===== src/rtl/riscv_pkg.sv =====
// Shared fetch-side constants: datapath width, instruction size and reset vector.
package riscv_pkg;

  localparam int XLEN        = 32;
  localparam int INSTR_BYTES = 4;

  localparam logic [XLEN-1:0] RESET_PC_DEFAULT = '0;
  localparam logic [31:0]     NOP              = 32'h0000_0013;

  // Word-align a fetch address; the low two bits never reach memory.
  function automatic logic [XLEN-1:0] word_align(input logic [XLEN-1:0] addr);
    return {addr[XLEN-1:2], 2'b00};
  endfunction

endpackage


===== src/rtl/ifq_fifo.sv =====
// Synchronous instruction FIFO with flush; head data reads as zero when empty.
module ifq_fifo #(
  parameter int DEPTH = 4,
  parameter int WIDTH = 32
) (
  input  logic                     clk,
  input  logic                     reset,
  input  logic                     flush,
  input  logic                     wr_en,
  input  logic [WIDTH-1:0]         wr_data,
  input  logic                     rd_en,
  output logic [WIDTH-1:0]         rd_data,
  output logic [$clog2(DEPTH):0]   count,
  output logic                     full,
  output logic                     empty
);

  localparam int AW = $clog2(DEPTH);
  localparam int CW = AW + 1;

  logic [WIDTH-1:0] mem [DEPTH];
  logic [AW-1:0]    wr_ptr;
  logic [AW-1:0]    rd_ptr;
  logic             do_wr;
  logic             do_rd;

  assign empty = (count == '0);
  assign full  = (count == CW'(DEPTH));

  // A full queue may still accept a write when the head leaves in the same cycle.
  assign do_wr = wr_en && !flush && (!full || rd_en);
  assign do_rd = rd_en && !flush && !empty;

  always_ff @(posedge clk or posedge reset) begin
    if (reset) begin
      wr_ptr <= '0;
      rd_ptr <= '0;
      count  <= '0;
    end else if (flush) begin
      wr_ptr <= '0;
      rd_ptr <= '0;
      count  <= '0;
    end else begin
      if (do_wr) wr_ptr <= wr_ptr + 1'b1;
      if (do_rd) rd_ptr <= rd_ptr + 1'b1;
      count <= count + CW'(do_wr) - CW'(do_rd);
    end
  end

  always_ff @(posedge clk) begin
    if (do_wr) mem[wr_ptr] <= wr_data;
  end

  assign rd_data = empty ? '0 : mem[rd_ptr];

endmodule


===== src/rtl/ifetch_queue.sv =====
// Fetch stage: owns the fetch PC, issues in-order word requests under a credit
// limit, buffers responses, and squashes everything in flight on a redirect.
module ifetch_queue #(
  parameter int                    XLEN     = riscv_pkg::XLEN,
  parameter int                    DEPTH    = 4,
  parameter logic [XLEN-1:0]       RESET_PC = '0
) (
  input  logic            clk,
  input  logic            reset,
  input  logic            redirect_valid,
  input  logic [XLEN-1:0] redirect_pc,
  output logic            imem_req_valid,
  output logic [XLEN-1:0] imem_req_addr,
  input  logic            imem_req_ready,
  input  logic            imem_rsp_valid,
  input  logic [31:0]     imem_rsp_data,
  output logic            if_valid,
  output logic [31:0]     if_instr,
  output logic [XLEN-1:0] if_pc,
  input  logic            if_ready
);

  import riscv_pkg::*;

  localparam int CW = $clog2(DEPTH) + 1;

  logic [XLEN-1:0] fpc;
  logic [XLEN-1:0] head_pc;
  logic [XLEN-1:0] target_pc;
  logic [CW-1:0]   outstanding;
  logic [CW-1:0]   drop;
  logic [CW-1:0]   count;
  logic [CW:0]     inflight;
  logic            credit;
  logic            req_fire;
  logic            rsp_keep;
  logic            deq;
  logic            q_full;
  logic            q_empty;
  logic [31:0]     head_data;

  assign target_pc = {redirect_pc[XLEN-1:2], 2'b00};

  // Queue entries plus requests still in flight can never exceed the queue,
  // so a returning response always has a slot and is never back-pressured.
  assign inflight = {1'b0, count} + {1'b0, outstanding};
  assign credit   = (inflight < (CW+1)'(DEPTH));

  assign imem_req_valid = !reset && !redirect_valid && credit;
  assign imem_req_addr  = fpc;
  assign req_fire       = imem_req_valid && imem_req_ready;

  assign rsp_keep = imem_rsp_valid && !redirect_valid && (drop == '0);
  assign deq      = if_valid && if_ready && !redirect_valid;

  assign if_valid = !q_empty;
  assign if_instr = head_data;
  assign if_pc    = head_pc;

  always_ff @(posedge clk or posedge reset) begin
    if (reset) begin
      fpc         <= RESET_PC;
      head_pc     <= RESET_PC;
      outstanding <= '0;
      drop        <= '0;
    end else if (redirect_valid) begin
      fpc         <= target_pc;
      head_pc     <= target_pc;
      outstanding <= outstanding - CW'(imem_rsp_valid);
      // Every surviving in-flight response is stale, including ones already marked.
      drop        <= outstanding - CW'(imem_rsp_valid);
    end else begin
      if (req_fire) fpc     <= fpc + XLEN'(INSTR_BYTES);
      if (deq)      head_pc <= head_pc + XLEN'(INSTR_BYTES);
      outstanding <= outstanding + CW'(req_fire) - CW'(imem_rsp_valid);
      if (imem_rsp_valid && (drop != '0)) drop <= drop - 1'b1;
    end
  end

  ifq_fifo #(
    .DEPTH (DEPTH),
    .WIDTH (32)
  ) u_fifo (
    .clk     (clk),
    .reset   (reset),
    .flush   (redirect_valid),
    .wr_en   (rsp_keep),
    .wr_data (imem_rsp_data),
    .rd_en   (deq),
    .rd_data (head_data),
    .count   (count),
    .full    (q_full),
    .empty   (q_empty)
  );

  always_ff @(posedge clk) begin
    if (!reset) begin
      assert (!(imem_rsp_valid && (outstanding == '0)))
        else $error("ifetch_queue: response with no request outstanding");
      assert (inflight <= (CW+1)'(DEPTH))
        else $error("ifetch_queue: queue plus in-flight exceeds depth");
      assert (!(rsp_keep && q_full && !deq))
        else $error("ifetch_queue: response written into a full queue");
    end
  end

endmodule


===== config.mk =====
export PLATFORM = sky130hd
export DESIGN_NAME = ifetch_queue
export DESIGN_NICKNAME = d
export VERILOG_FILES = /design/src/rtl/riscv_pkg.sv /design/src/rtl/ifq_fifo.sv /design/src/rtl/ifetch_queue.sv
export SDC_FILE = /design/constraint.sdc
export NUM_CORES = 1
export LEC_CHECK = 0
export CORE_MARGIN = 8
export CORE_UTILIZATION = 35
export DETAILED_ROUTE_END_ITERATION = 6
export HOLD_SLACK_MARGIN = 0.05
export PLACE_DENSITY = 0.59
export SETUP_SLACK_MARGIN = 0.02
export SLEW_MARGIN = 5
export SYNTH_ARGS = -nofsm -noshare
export SYNTH_HDL_FRONTEND = slang
export SYNTH_HIERARCHICAL = 1
export SYNTH_SLANG_ARGS = --single-unit

===== constraint.sdc =====
create_clock -name clk -period 8.2 [get_ports clk]
set_clock_uncertainty 0.1 [all_clocks]
set_input_delay 1.23 -clock clk [delete_from_list [all_inputs] [get_ports clk]]
set_output_delay 1.23 -clock clk [all_outputs]
set_load 0.02 [all_outputs]

==> flow_summary.yaml, run 1 <==
status:
  outcome: "complete, no violations"
cells_and_area:
  final_cell_mix: "clkdlybuf4s50_1 (160), edfxtp_1 (128), dfrtp_1 (72)"
  nets: 931
  final_common_cell: "clkdlybuf4s50_1"
  diodes: 0
  layout-drive-gt1-share_pct: 10.7
  layout.cells.non_filler: 1195
  area_growth_pct: 29.2
global_route:
  antenna_found_initial: 0
  gr-usage-met1_pct: 19.1
  grt_max_degree: 67
  grt_pass1_vias: 6288
  grt_pass1_wl_mm: 36.2
  grt-busiest-layer: "met2"
  grt_util_met3_pct: 3.40
  grt-ovfl-total: 0
  use_met2_pct: 24.2
  grt_use_total_pct: 14.6
timing:
  setup_violations: 0
  period_share_pct: 50.6
  hold_viol: 0
  fmax_ghz: 0.241
  fin_crit_ns: 4.15
  tightestPinTransition_ns: 0.946
  rsz0062_at_grt: "false"
  slew_viol_final: 0
  relSlewSlack_pct: 36.7
  setup_tns_ns: 0
yosys:
  yosysSeqAreaShare_pct: 61.8
  syn_area_per_cell_um2: 13.6
  synthCells: 677
  synthArstFlopShare_pct: 36.3
  yosys_register_bits: 201
  synth_edf_count: 128
  ys_types: 54
  ys.warnings.count: 6
  synthFlopType: "edfxtp_1"
  netlist_area_um2: 9180
die:
  ios: 168
  core_area_um2: 25900
  initial_core_util_pct: 35.4
  rows: 59
  die_w_um: 178
  floorplan.die_area_um2: 31700
  die_h_um: 178
pwr:
  ir_drop_mv: 0.128
  powerDensity_nw_per_um2: 218
  leakage_uw: 0.00423
clocking:
  hold_buffers: 0
  post_cts_buffers: 0
  htree_num_levels: 1
  cts_root_buf: "clkbuf_16"
  clkTransAtPathRegs_ns: 0.06
  ctsResizeCount: 0
  cts_buffer_depth: 3
  cts_tree: "done"
  clkLatencyLatePin_ns: 0.50
  cts_buffers: 23
  clock-sinks: 201
critical_path:
  end_kind: "flop"
  cp_max_fo: 25
  worstPathArrival_ns: 4.47
  crit_type: "in -> reg"
  cp-start-kind: "input port"
  reg2reg_slack_ns: 4.42
  critPathRequiredTime_ns: 8.53
drt:
  antenna_left: 0
  wl_per_cell_um: 19.6
  drc: 0
  drt-initial-drc-count: 430
  viasPerCell: 5.10
  dr.pass1.iters: 5
  routed_wl_mm: 23.5
  vias: 6098
place:
  port_buffers: 161
  dpl.hpwl_mm: 15.7
  dp.cells: 1153
  gp_congestion: 0.795
job:
  cap_violations: 0
min_path:
  hold_path.class: "reg -> reg"
[flip-flops by register name, indices dropped and copies added, names as in the netlist]
register       flops
u_fifo/mem       128
if_pc             30
imem_req_addr     30
drop               3
outstanding        3
u_fifo/count       3
u_fifo/rd_ptr      2
u_fifo/wr_ptr      2
[per-stage QoR]
| step | instance area, µm² | utilization, % | setup slack [ns] | power, µW | hold slack (ns) |
|---|---|---|---|---|---|
| detailed placement | 11100 | 42.9 | 3.53 | 1590 | 0.418 |
| CTS | 11900 | 45.8 | 4.03 | 2610 | 0.426 |
| global route | 11900 | 45.8 | 3.76 | 2690 | 0.465 |
| finish | 11900 | 45.8 | 4.05 | 2580 | 0.419 |
| global placement | 11100 | 42.9 | 3.52 | 1580 | 0.416 |
| floorplan | 9190 | - | 4.61 | 1410 | 0.386 |
[cell type report]
type                       count  area, µm²
fill                        2350      14100
sequential                   201       5670
multi-input combinational    418       3240
timing repair buffer         170       1670
clock buffer                  28        594
tap                          335        419
clock inverter                14        150
inverter                      29        109
[worst max-delay path, stage by stage]
cell	delay (ns)
clkdlybuf4s50_1	0.46
nor4_2	0.16
and4b_1	0.75
inv_2	0.39
ha_1	0.40
inv_1	0.04
ha_1	0.18
fa_1	0.37
xor2_1	0.14
o21ai_0	0.18
xor2_1	0.15
[power breakdown]
part / total [µW] / switching, µW / internal [µW] / leakage, µW
Combinational: 372 / 199 / 173 / 0.00183
Clock: 1010 / 400 / 612 / 0.000364
Sequential: 1190 / 58.1 / 1140 / 0.00204
[cell usage after synthesis, types with 6 or more instances]
cell      count  area share, %
nand2b_1      6           0.41
o211ai_1      8           0.65
and2_1        8           0.55
edfxtp_1    128             42
nand2_1      49            2.0
nor2b_1      36            2.5
clkbuf_1     13           0.53
nand4_1      26            1.8
inv_1        28            1.1
buf_2         8           0.44
nor3_1        6           0.33
mux4_2       32            7.9
ha_1         16            2.2
a21oi_1      12           0.65
and3_1       14           0.95
nor2_1       22           0.90
xnor2_1      14            1.3
nand3_1      35            1.9
o311ai_0      7           0.67
o21ai_0      43            2.3
xor2_1       26            2.5
dfrtp_1      73             20
mux2_2        6           0.74
[per-layer routing]
metal	up-vias	wire length, µm
met5	-	0
li1	2860	-
met1	3013	10200
met4	0	389
met3	24	1720
met2	201	11200
[cell families (layout without fill, tap and decap cells)]
group	after synthesis	count (layout)	share of synthesized area, %
adders and majority gates	18	18	2.62
DFF	201	201	61.8
muxes	41	41	8.93
AOI/OAI and AO/OA	89	89	5.92
xor gates and xnor gates	40	40	3.82
and+or+nand+nor	226	226	13.8
other	1	4	0.0409
buffers and inverters	61	241	3.14
[final timing paths]
kind,startpoint,end,cells past startpoint
max,reset,outstanding[2],11
min,outstanding[2],outstanding[2],1
max reg2reg,u_fifo/count[1],outstanding[2],11
min reg2reg,outstanding[2],outstanding[2],1
max in group asynchronous,reset,if_pc[10],3
min in group asynchronous,reset,u_fifo/rd_ptr[1],2
Power figures use the tool's default switching activity.
==> run 2, diff against run 1 <==
==> constraint.sdc (replaced) <==
create_clock -name clk -period 4.3 [get_ports clk]
set_clock_uncertainty 0.1 [all_clocks]
set_input_delay 0.645 -clock clk [delete_from_list [all_inputs] [get_ports clk]]
set_output_delay 0.645 -clock clk [all_outputs]
set_load 0.02 [all_outputs]
==> run 2 against run 1 <==
Against the previous run: count of clock-buffer cells in the layout shrank 2; setup slack lost 3.3 ns; largest cell class unchanged; total power is 90% higher; combinational power increased by 90%; critical path depth decreased by 7; core utilization grew 0.25 points; sequential cell count unchanged; critical endpoint is now if_instr[27]; die area is the same; wire length shrank 0.40%; register-to-register slack worse by 3.2 ns; sequential power rose by 92%; worst hold slack worse by 0.027 ns.
==> flow_summary.yaml, run 2 (same netlist as run 1, synthesis figures left out) <==
status:
  outcome: "complete, no violations"
clocking:
  post_cts_buffers: 0
  htree_num_levels: 1
  cts_buffer_depth: 3
  cts_tree: "done"
  hold_buffers: 0
  clock-sinks: 201
  ctsResizeCount: 0
  clkLatencyLatePin_ns: 0.50
  cts_root_buf: "clkbuf_16"
  cts_buffers: 23
  clkTransAtPathRegs_ns: 0.06
place:
  port_buffers: 161
  gp_congestion: 0.839
  place_area_um2: 11200
  dpl.hpwl_mm: 16.1
pwr:
  p_clk_share_pct: 39.2
  ir_drop_mv: 0.323
  p_int_uw: 3660
  pwr-share-seq_pct: 46.4
  leakage_uw: 0.00428
  powerDensity_nw_per_um2: 412
  swShare_pct: 25.5
  power.total_uw: 4910
  power.switching_uw: 1250
  pwr-share-comb_pct: 14.4
die:
  rows: 59
  die_w_um: 178
  ios: 168
  core_area_um2: 25900
  die_h_um: 178
  floorplan.die_area_um2: 31700
  initial_core_util_pct: 35.4
timing:
  period_share_pct: 83.3
  hold_viol: 0
  relSlewSlack_pct: 36.7
  setup_tns_ns: 0
  fmax_ghz: 0.279
  tightestPinTransition_ns: 0.946
  slew_viol_final: 0
  fin_crit_ns: 3.58
  setup_violations: 0
  rsz0062_at_grt: "false"
global_route:
  grt_pass1_vias: 6344
  antenna_found_initial: 1
  grt_max_degree: 55
  grt_pass1_wl_mm: 36.3
  grt-ovfl-total: 0
  grt_use_total_pct: 14.6
cells_and_area:
  final_util_pct: 46.0
  final_area_um2: 11900
  nets: 938
  layout-drive-gt1-share_pct: 11.6
  largest_register: "u_fifo/mem"
  area_growth_pct: 29.9
  final_cell_mix: "clkdlybuf4s50_1 (160), edfxtp_1 (128), dfrtp_1 (72)"
  diodes: 0
  final_common_cell: "clkdlybuf4s50_1"
  largest_register_ff_count: 128
critical_path:
  crit_type: "reg -> out"
  critPathRequiredTime_ns: 3.56
  worstPathArrival_ns: 2.84
  cp-start-kind: "flop"
  end_kind: "output pin"
  cp_max_fo: 16
drt:
  antenna_left: 0
  routed_wl_mm: 23.4
  drt-initial-drc-count: 396
  vias: 6157
  drc: 0
  viasPerCell: 5.12
  wl_per_cell_um: 19.5
  dr.pass1.iters: 7
min_path:
  hold_path.class: "in -> async"
job:
  cap_violations: 0
## run 2: per-layer routing
metal	vias up	wire length [µm]	GRT usage (%)
met3	36	1910	3.87
li1	2871	-	-
met2	198	11000	23.8
met1	3050	10000	19.0
met5	-	13	0
met4	2	405	3.72
## run 2: layout make-up
class                   count  area (µm²)
fillers                  2340       14000
repair buffers            177        1740
inverters                  29         109
well taps                 335         419
flip-flops and latches    201        5670
multi-input cells         418        3240
clock inverters            16         156
clock buffers              26         587
## run 2: per-stage QoR
| stage | hold WS (ns) | std cells | worst slack (ns) |
|---|---|---|---|
| after detailed placement | 0.438 | 1160 | 0.654 |
| after global routing | 0.427 | 1202 | 0.516 |
| final | 0.392 | 1202 | 0.719 |
| after global placement | 0.435 | 1160 | 0.753 |
| after floorplan | 0.348 | 680 | 1.18 |
| after CTS | 0.390 | 1202 | 0.633 |
## run 2: critical path, cell delays in order, from the launching register on
cell and delay, ns:
dfrtp_2 0.70, buf_4 0.35, mux4_2 0.54, nor2b_1 0.16, clkdlybuf4s50_1 0.58
## run 2: power by group through the flow
stage	clock (µW)	sequential (µW)	combinational, µW
after floorplan	0	2360	325
after global placement	0	2310	711
after detailed placement	0	2320	717
after CTS	1970	2280	721
after global routing	2050	2300	780
final	1930	2280	708
## run 2: worst paths after layout
check                                   end  cells past startpoint  slack [ns]              from
setup / recovery               if_instr[27]                      4        0.72  u_fifo/rd_ptr[0]
hold / removal              u_fifo/count[2]                      2        0.39             reset
setup reg to reg            u_fifo/count[2]                     15        1.21   u_fifo/count[1]
hold reg to reg              outstanding[2]                      1        0.44    outstanding[2]
max in group asynchronous          if_pc[9]                      3        2.73             reset
min in group clk           imem_req_addr[2]                      3        0.40    redirect_valid
==> run 3, diff against run 2 <==
==> constraint.sdc (replaced) <==
create_clock -name clk -period 3.5 [get_ports clk]
set_clock_uncertainty 0.1 [all_clocks]
set_input_delay 0.525 -clock clk [delete_from_list [all_inputs] [get_ports clk]]
set_output_delay 0.525 -clock clk [all_outputs]
set_load 0.02 [all_outputs]
==> run 3 against run 2 <==
Against the previous run: cell count is 0.33% higher; first-iteration DRC count fell by 4.5%; global-route usage shrank 0.25 points; core utilization grew 0.31 points; clock power is 20% higher; wire length fell by 2.2%; register-to-register slack got worse by 0.52 ns; critical path depth is the same; non-clock buffer count is 4 higher; critical path type unchanged; critical endpoint is now if_instr[25].
==> flow_summary.yaml, run 3 (same netlist as run 1, synthesis figures left out) <==
die:
  floorplan.die_area_um2: 31700
  ios: 168
  die_w_um: 178
  initial_core_util_pct: 35.4
  rows: 59
  core_area_um2: 25900
  die_h_um: 178
critical_path:
  r2r_end: "outstanding[2]"
  end_kind: "output pin"
  critPathRequiredTime_ns: 2.87
  cp_max_fo: 34
  cp-start-kind: "flop"
  reg2reg_slack_ns: 0.69
  reg2reg_from: "u_fifo/count[1]"
  reg2reg_depth: 11
  crit_type: "reg -> out"
  worstPathArrival_ns: 2.45
clocking:
  ctsResizeCount: 0
  cts_tree: "done"
  cts_root_buf: "clkbuf_16"
  htree_num_levels: 1
  clock-sinks: 201
  post_cts_buffers: 0
  clkTransAtPathRegs_ns: 0.07
  cts_buffers: 23
  hold_buffers: 0
  clkLatencyLatePin_ns: 0.50
  cts_buffer_depth: 3
timing:
  hold_viol: 0
  hold_slack_ns: 0.224
  period_share_pct: 87.8
  rsz0062_at_grt: "false"
  tightestPinTransition_ns: 0.802
  fin_crit_ns: 3.07
  setup_violations: 0
  fmax_ghz: 0.325
  relSlewSlack_pct: 46.1
  setup_tns_ns: 0
  slew_viol_final: 0
drt:
  dr.pass1.iters: 4
  routed_wl_mm: 22.9
  drt-initial-drc-count: 378
  vias: 6066
  drc: 0
  antenna_left: 0
  wl_per_cell_um: 19.0
  viasPerCell: 5.03
global_route:
  grt_max_degree: 61
  antenna_found_initial: 0
  grt_pass1_vias: 6184
  grt_pass1_wl_mm: 35.7
  grt_use_total_pct: 14.3
  grt-ovfl-total: 0
pwr:
  pwr-share-comb_pct: 14.7
  power.switching_uw: 1540
  p_int_uw: 4450
  pwr-share-seq_pct: 46.7
  leakage_uw: 0.00429
  powerDensity_nw_per_um2: 499
  ir_drop_mv: 0.353
  swShare_pct: 25.7
  p_clk_share_pct: 38.5
cells_and_area:
  layout-drive-gt1-share_pct: 12.1
  final_common_cell: "clkdlybuf4s50_1"
  fillers: 2316
  final_cell_mix: "clkdlybuf4s50_1 (160), edfxtp_1 (128), dfrtp_1 (72)"
  layout.cells.non_filler: 1206
  largest_register_ff_count: 128
  diodes: 0
  nets: 942
  final_util_pct: 46.3
  area_growth_pct: 30.7
  largest_register: "u_fifo/mem"
job:
  cap_violations: 0
place:
  port_buffers: 161
  dp.cells: 1164
  gp_congestion: 0.818
  dpl.hpwl_mm: 15.8
min_path:
  hold_path.class: "in -> async"
status:
  outcome: "complete, no violations"
-- run 3: stage by stage --
step	instance area [µm²]	worst slack, ns	power [µW]
floorplan	9190	0.384	3300
global placement	11300	0.352	3730
detailed placement	11300	0.295	3740
CTS	12000	0.356	6070
global route	12000	0.277	6250
finish	12000	0.426	5990
-- run 3: how the worst max path moves through the flow --
stage                                start              end  cells past startpoint
after floorplan            u_fifo/count[1]  u_fifo/count[2]                     14
after global placement            if_ready  u_fifo/count[2]                     14
after CTS                 u_fifo/rd_ptr[1]     if_instr[21]                      4
after detailed placement          if_ready  u_fifo/count[2]                     14
final                     u_fifo/rd_ptr[1]     if_instr[25]                      4
after global routing      u_fifo/rd_ptr[1]     if_instr[21]                      4
-- run 3: final cells by class --
| type | instances | area (µm²) | area share (%) |
|---|---|---|---|
| Clock inverter | 14 | 136 | 1.14 |
| Clock buffer | 28 | 594 | 4.95 |
| Tap cell | 335 | 419 | 3.49 |
| Inverter | 29 | 109 | 0.907 |
| Timing Repair Buffer | 181 | 1830 | 15.3 |
| Sequential cell | 201 | 5670 | 47.3 |
| Multi-Input combinational cell | 418 | 3240 | 27.0 |
-- run 3: critical path: stages (launching register included) --
cell	delay, ns
dfrtp_1	0.32
buf_4	0.43
mux4_2	0.29
nor2b_1	0.23
clkdlybuf4s50_1	0.66
-- run 3: power by group through the flow --
| stage | Combinational [µW] | Clock, µW | Sequential [µW] |
|---|---|---|---|
| floorplan | 399 | 0 | 2900 |
| global placement | 889 | 0 | 2840 |
| detailed placement | 894 | 0 | 2840 |
| CTS | 899 | 2380 | 2800 |
| global route | 970 | 2460 | 2820 |
| finish | 883 | 2310 | 2800 |
-- run 3: routing by layer --
| metal | wire length [µm] | part of all wire, % | GRT usage, % | up-vias |
|---|---|---|---|---|
| met4 | 516 | 2.3 | 3.89 | 0 |
| li1 | - | - | - | 2888 |
| met1 | 10100 | 44 | 18.9 | 2968 |
| met3 | 1650 | 7.2 | 3.43 | 29 |
| met2 | 10600 | 46 | 23.2 | 181 |
| met5 | 0 | 0 | 0 | - |
